==> config.mk <==
export PLATFORM = sky130hd
export DESIGN_NAME = mitch_prod_accumulator
export DESIGN_NICKNAME = d
export VERILOG_FILES = /design/src/rtl/mitch_prod_accumulator.sv
export SDC_FILE = /design/constraint.sdc
export NUM_CORES = 1
export LEC_CHECK = 0
export BUFFER_PORTS_ARGS = -buffer_cell sky130_fd_sc_hd__buf_2
export CORE_ASPECT_RATIO = 0.75
export CORE_MARGIN = 5
export CORE_UTILIZATION = 51
export DETAILED_ROUTE_END_ITERATION = 10
export PLACE_DENSITY_LB_ADDON = 0.25
export SYNTH_ARGS = -nofsm -noshare
export SYNTH_HDL_FRONTEND = slang
export SYNTH_SLANG_ARGS = --single-unit
export TNS_END_PERCENT = 30
==> constraint.sdc <==
create_clock -name clk_i -period 3.05 [get_ports clk_i]
set_input_delay 0.61 -clock clk_i [delete_from_list [all_inputs] [get_ports clk_i]]
set_output_delay 0.61 -clock clk_i [all_outputs]
set_load 0.02 [all_outputs]
==> src/rtl/mitch_prod_accumulator.sv <==
// Streaming dot-product accumulator for the approximate log multiplier's product stream.
// Optional clamping on signed overflow is enabled by defining MITCH_ACC_SATURATE_EN.
module mitch_prod_accumulator #(
    parameter int ACC_W = 40,
    parameter int CNT_W = 8
) (
    input  logic             clk_i,
    input  logic             rst_i,
    input  logic             in_valid_i,
    output logic             in_ready_o,
    input  logic [31:0]      in_data_i,
    input  logic             in_last_i,
    output logic             out_valid_o,
    input  logic             out_ready_i,
    output logic [ACC_W-1:0] out_data_o,
    output logic [CNT_W-1:0] out_count_o,
    output logic             out_ovf_o
);

    typedef enum logic [1:0] {IDLE, ACCUM, HOLD} state_t;

    localparam logic [CNT_W-1:0] MAX_LEN = '1;

    state_t             state_q, state_d;
    logic [ACC_W-1:0]   acc_q, acc_d;
    logic [CNT_W-1:0]   count_q, count_d;
    logic               ovf_q, ovf_d;

    logic [ACC_W-1:0]   addend;
    logic [ACC_W-1:0]   sum;
    logic               sum_ovf;
    logic               accept;

    assign addend  = {{(ACC_W-32){in_data_i[31]}}, in_data_i};
    assign sum     = acc_q + addend;
    assign sum_ovf = (acc_q[ACC_W-1] == addend[ACC_W-1]) && (sum[ACC_W-1] != acc_q[ACC_W-1]);

    assign in_ready_o  = (state_q != HOLD);
    assign accept      = in_valid_i && in_ready_o;
    assign out_valid_o = (state_q == HOLD);
    assign out_data_o  = acc_q;
    assign out_count_o = count_q;
    assign out_ovf_o   = ovf_q;

    always_comb begin
        state_d = state_q;
        acc_d   = acc_q;
        count_d = count_q;
        ovf_d   = ovf_q;
        case (state_q)
            IDLE: begin
                if (accept) begin
                    acc_d   = addend;
                    count_d = CNT_W'(1);
                    ovf_d   = 1'b0;
                    state_d = (in_last_i || count_d == MAX_LEN) ? HOLD : ACCUM;
                end
            end
            ACCUM: begin
                if (accept) begin
                    acc_d   = sum;
`ifdef MITCH_ACC_SATURATE_EN
                    // Clamp toward the addend's sign; later additions start from the rail.
                    if (sum_ovf) begin
                        acc_d = addend[ACC_W-1] ? {1'b1, {(ACC_W-1){1'b0}}}
                                                : {1'b0, {(ACC_W-1){1'b1}}};
                    end
`endif
                    count_d = count_q + CNT_W'(1);
                    ovf_d   = ovf_q | sum_ovf;
                    state_d = (in_last_i || count_d == MAX_LEN) ? HOLD : ACCUM;
                end
            end
            HOLD: begin
                if (out_ready_i) begin
                    state_d = IDLE;
                    acc_d   = '0;
                    count_d = '0;
                    ovf_d   = 1'b0;
                end
            end
            default: begin
                state_d = IDLE;
            end
        endcase
    end

    always_ff @(posedge clk_i) begin
        if (rst_i) begin
            state_q <= IDLE;
            acc_q   <= '0;
            count_q <= '0;
            ovf_q   <= 1'b0;
        end else begin
            state_q <= state_d;
            acc_q   <= acc_d;
            count_q <= count_d;
            ovf_q   <= ovf_d;
        end
    end

endmodule

==> flow_summary.json <==
{
  "status": "finished clean",
  "path_buf_inv": 2,
  "skew_ns": 0.0108,
  "worstPathArrival_ns": 3.10,
  "yosysSeqAreaShare_pct": 22.9,
  "firstDrtPassIters": 4,
  "clock-sinks": 51,
  "grt-ovfl-total": 0,
  "grt_pass1_vias": 4696,
  "hold_end": "out_data_o[33]",
  "hold_ws_ns": 0.509,
  "synthToLayoutAreaGrowth_pct": 18.8,
  "required_ns": 3.29,
  "synthAdderAreaFrac_pct": 12.8,
  "drt_iter0_drc": 322,
  "synth_top_family_by_area": "compound AO/OA/AOI/OAI gates",
  "antenna_left": 0,
  "fin_crit_ns": 2.86,
  "whs_path_depth": 2,
  "ys_warn_count": 0,
  "rr_endpoint": "out_data_o[38]",
  "worstPathCellList": "buf_2, ha_1, inv_1, fa_1, nand2b_1, a21oi_2, o311ai_1, a21oi_2, a41o_2, a32oi_2, o31ai_2, mux2_1, nor2_1",
  "die_y_um": 91.1,
  "critPathTopFamily": "compound AO/OA/AOI/OAI gates",
  "synth_top_flop_cell": "dfxtp_1",
  "grt_pass1_wl_um": 22200,
  "grt_usage_pct": 23.9,
  "grt_max_degree": 47,
  "wl_um": 13000,
  "cts_tree": "yes",
  "crit_top_cell": "a21oi_2",
  "clkTransAtPathRegs_ns": 0.08,
  "synth-edff-count": 0,
  "worstReg2RegStart": "out_data_o[0]",
  "synthesis.area_mm2": 0.00447,
  "fmax_mhz": 350,
  "antenna_found_initial": 0,
  "num_vias": 4796,
  "synth_fp_nets": 670,
  "post-route-period-util_pct": 93.7,
  "place_congestion": 0.924,
  "fin_util_pct": 62.5,
  "synth_area_per_cell_um2": 7.60,
  "synth-seq-cells": 51,
  "maxCapViolations": 0,
  "critPathLaunchType": "primary input",
  "vias_per_cell": 6.06,
  "max_stage_delay_ns": 0.38,
  "slew_violations": 0,
  "slew_headroom_pct": 37.8,
  "hold_buffers": 0,
  "htree_levels": 2,
  "synth_cell_types": 63,
  "ys_async_sr_fraction_pct": 0,
  "clockRootBuffer": "clkbuf_16",
  "core_mm2": 0.00849,
  "reg2reg_slack_ns": 0.21,
  "rsz0062_at_grt": "no",
  "hold_violations": 0,
  "worst_pin_slew_ns": 0.930,
  "port_buffers": 87,
  "clk_latency_ns": 0.30,
  "fin_nets": 764,
  "syn_inst": 588,
  "peakVddDrop_v": 0.000307,
  "power_mw": 3.10,
  "p_leak_nw": 2.52,
  "diodes": 0,
  "cpMaxStageDelayCell": "fa_1",
  "powerDensity_mw_per_mm2": 585,
  "die_w_um": 118,
  "critPathCaptureType": "register",
  "hold_class": "register to register",
  "yosys.area_share.simple_pct": 22.9,
  "r2r_cells": 12,
  "ios": 88,
  "drive_gt1_share_pct": 21.2,
  "final-setup-viol-count": 0,
  "hp-start": "out_data_o[33]",
  "start_util_pct": 52.6,
  "fill_cells": 809,
  "hpwl_um": 9820,
  "cts_buffers": 5,
  "drc": 0,
  "synth_mux_area_share_pct": 0.476,
  "post_drt_wl_per_cell_um": 16.4,
  "rows": 29,
  "die_area_mm2": 0.0108,
  "synthXorXnorAreaFrac_pct": 6.47,
  "synth_compound_area_share_pct": 30.3,
  "clk_path_buf_depth": 2,
  "crit_type": "primary input to register",
  "cp_max_fo": 5
}
[synth_stat cells (2+ instances only)]
library cell | n | area, µm²
a31oi_1 | 6 | 37.5
o21ai_2 | 2 | 17.5
clkbuf_1 | 25 | 93.8
a31o_2 | 2 | 17.5
nor3_1 | 38 | 190
o21a_1 | 4 | 30.0
or3_1 | 2 | 12.5
nand2_1 | 39 | 146
nor2_1 | 76 | 285
a31o_1 | 2 | 17.5
a21o_1 | 26 | 195
a211oi_1 | 5 | 37.5
o21ai_0 | 29 | 145
o31ai_1 | 4 | 30.0
ha_1 | 44 | 551
inv_1 | 16 | 60.1
a21oi_2 | 3 | 26.3
nand3_1 | 6 | 30.0
a311oi_1 | 3 | 26.3
a221oi_1 | 28 | 245
dfxtp_1 | 51 | 1020
xor2_1 | 10 | 87.6
buf_2 | 4 | 20.0
and2_1 | 5 | 31.3
xnor2_1 | 23 | 201
a22oi_1 | 3 | 22.5
nand2b_1 | 6 | 37.5
nand4b_1 | 3 | 26.3
o22ai_1 | 4 | 25.0
nand4_1 | 10 | 62.6
o21ai_1 | 7 | 35.0
o21bai_1 | 7 | 52.6
a21oi_1 | 49 | 245
and4_1 | 2 | 17.5
and3_1 | 9 | 56.3
nor4_1 | 2 | 12.5
a211oi_2 | 2 | 25.0
nor2b_1 | 6 | 37.5
[state kept, by name (all words and copies together) (netlist names)]
register / cells
state_q: 2
out_count_o: 8
out_ovf_o: 1
out_data_o: 40
[per-layer routing]
layer / wire, µm / up-vias / GRT usage, %
met5: 0 / - / 0
met4: 117 / 0 / 5.54
met3: 777 / 11 / 4.78
met2: 5750 / 145 / 37.6
met1: 6330 / 2260 / 33.6
li1: - / 2380 / -
[stage by stage]
step	cells	worst slack, ns	cell area, µm²	TNS, ns
after floorplan	588	0.0996	4470	0
after global placement	783	-0.0413	5150	-0.0956
after detailed placement	783	-0.157	5150	-0.521
after CTS	791	0.156	5300	0
after global routing	791	0.0216	5310	0
final	791	0.193	5310	0
[where the power goes]
part | switching, mW | leakage [nW] | internal (mW)
Sequential | 0.0815 | 0.421 | 0.762
Clock | 0.296 | 0.0748 | 0.313
Combinational | 0.974 | 2.03 | 0.676
[worst min-delay path, cell delays in order (launching register included)]
cell and delay (ns):
dfxtp_1 0.33, nor2_1 0.10, nor2_1 0.05
[worst max-delay path by stage]
stage | from | to | slack (ns) | cells past startpoint
after floorplan | in_data_i[0] | out_data_o[38] | 0.1 | 12
after global placement | in_data_i[0] | out_data_o[38] | -0.04 | 13
after detailed placement | in_data_i[0] | out_data_o[38] | -0.16 | 13
after CTS | in_data_i[0] | out_data_o[38] | 0.16 | 13
after global routing | out_data_o[0] | out_data_o[38] | 0.02 | 12
final | in_data_i[0] | out_data_o[38] | 0.19 | 13
[logic make-up after synthesis]
family,count (synthesis)
multiplexers,2
buffers and inverters,47
AO/OA/AOI/OAI,198
adder cells (fa/ha/maj),45
flip-flops,51
AND/OR/NAND/NOR,212
XOR/XNOR,33
[placed cells by master, fill, tap and decap left out, types with 16 or more instances in the layout]
cell	count
inv_1	16
buf_2	87
a21oi_1	49
xnor2_1	23
buf_4	31
ha_1	44
a21o_1	26
a221oi_1	28
dfxtp_1	51
o21ai_0	28
nand2_1	39
nor3_1	38
nor2_1	75
[layout make-up]
| cell class | count | area [µm²] | area share (%) |
|---|---|---|---|
| clock buffers | 5 | 125 | 2.36 |
| clock inverters | 3 | 26.3 | 0.495 |
| inverters | 16 | 60.1 | 1.13 |
| multi-input cells | 490 | 3270 | 61.6 |
| flip-flops and latches | 51 | 1020 | 19.2 |
| well taps | 108 | 135 | 2.55 |
| repair buffers | 118 | 668 | 12.6 |
[what timing repair did]
item	in CTS	in global routing
setup buffers	0	0
gates resized for setup	0	2
endpoints found under the setup margin	0	2
Power figures use the tool's default switching activity.
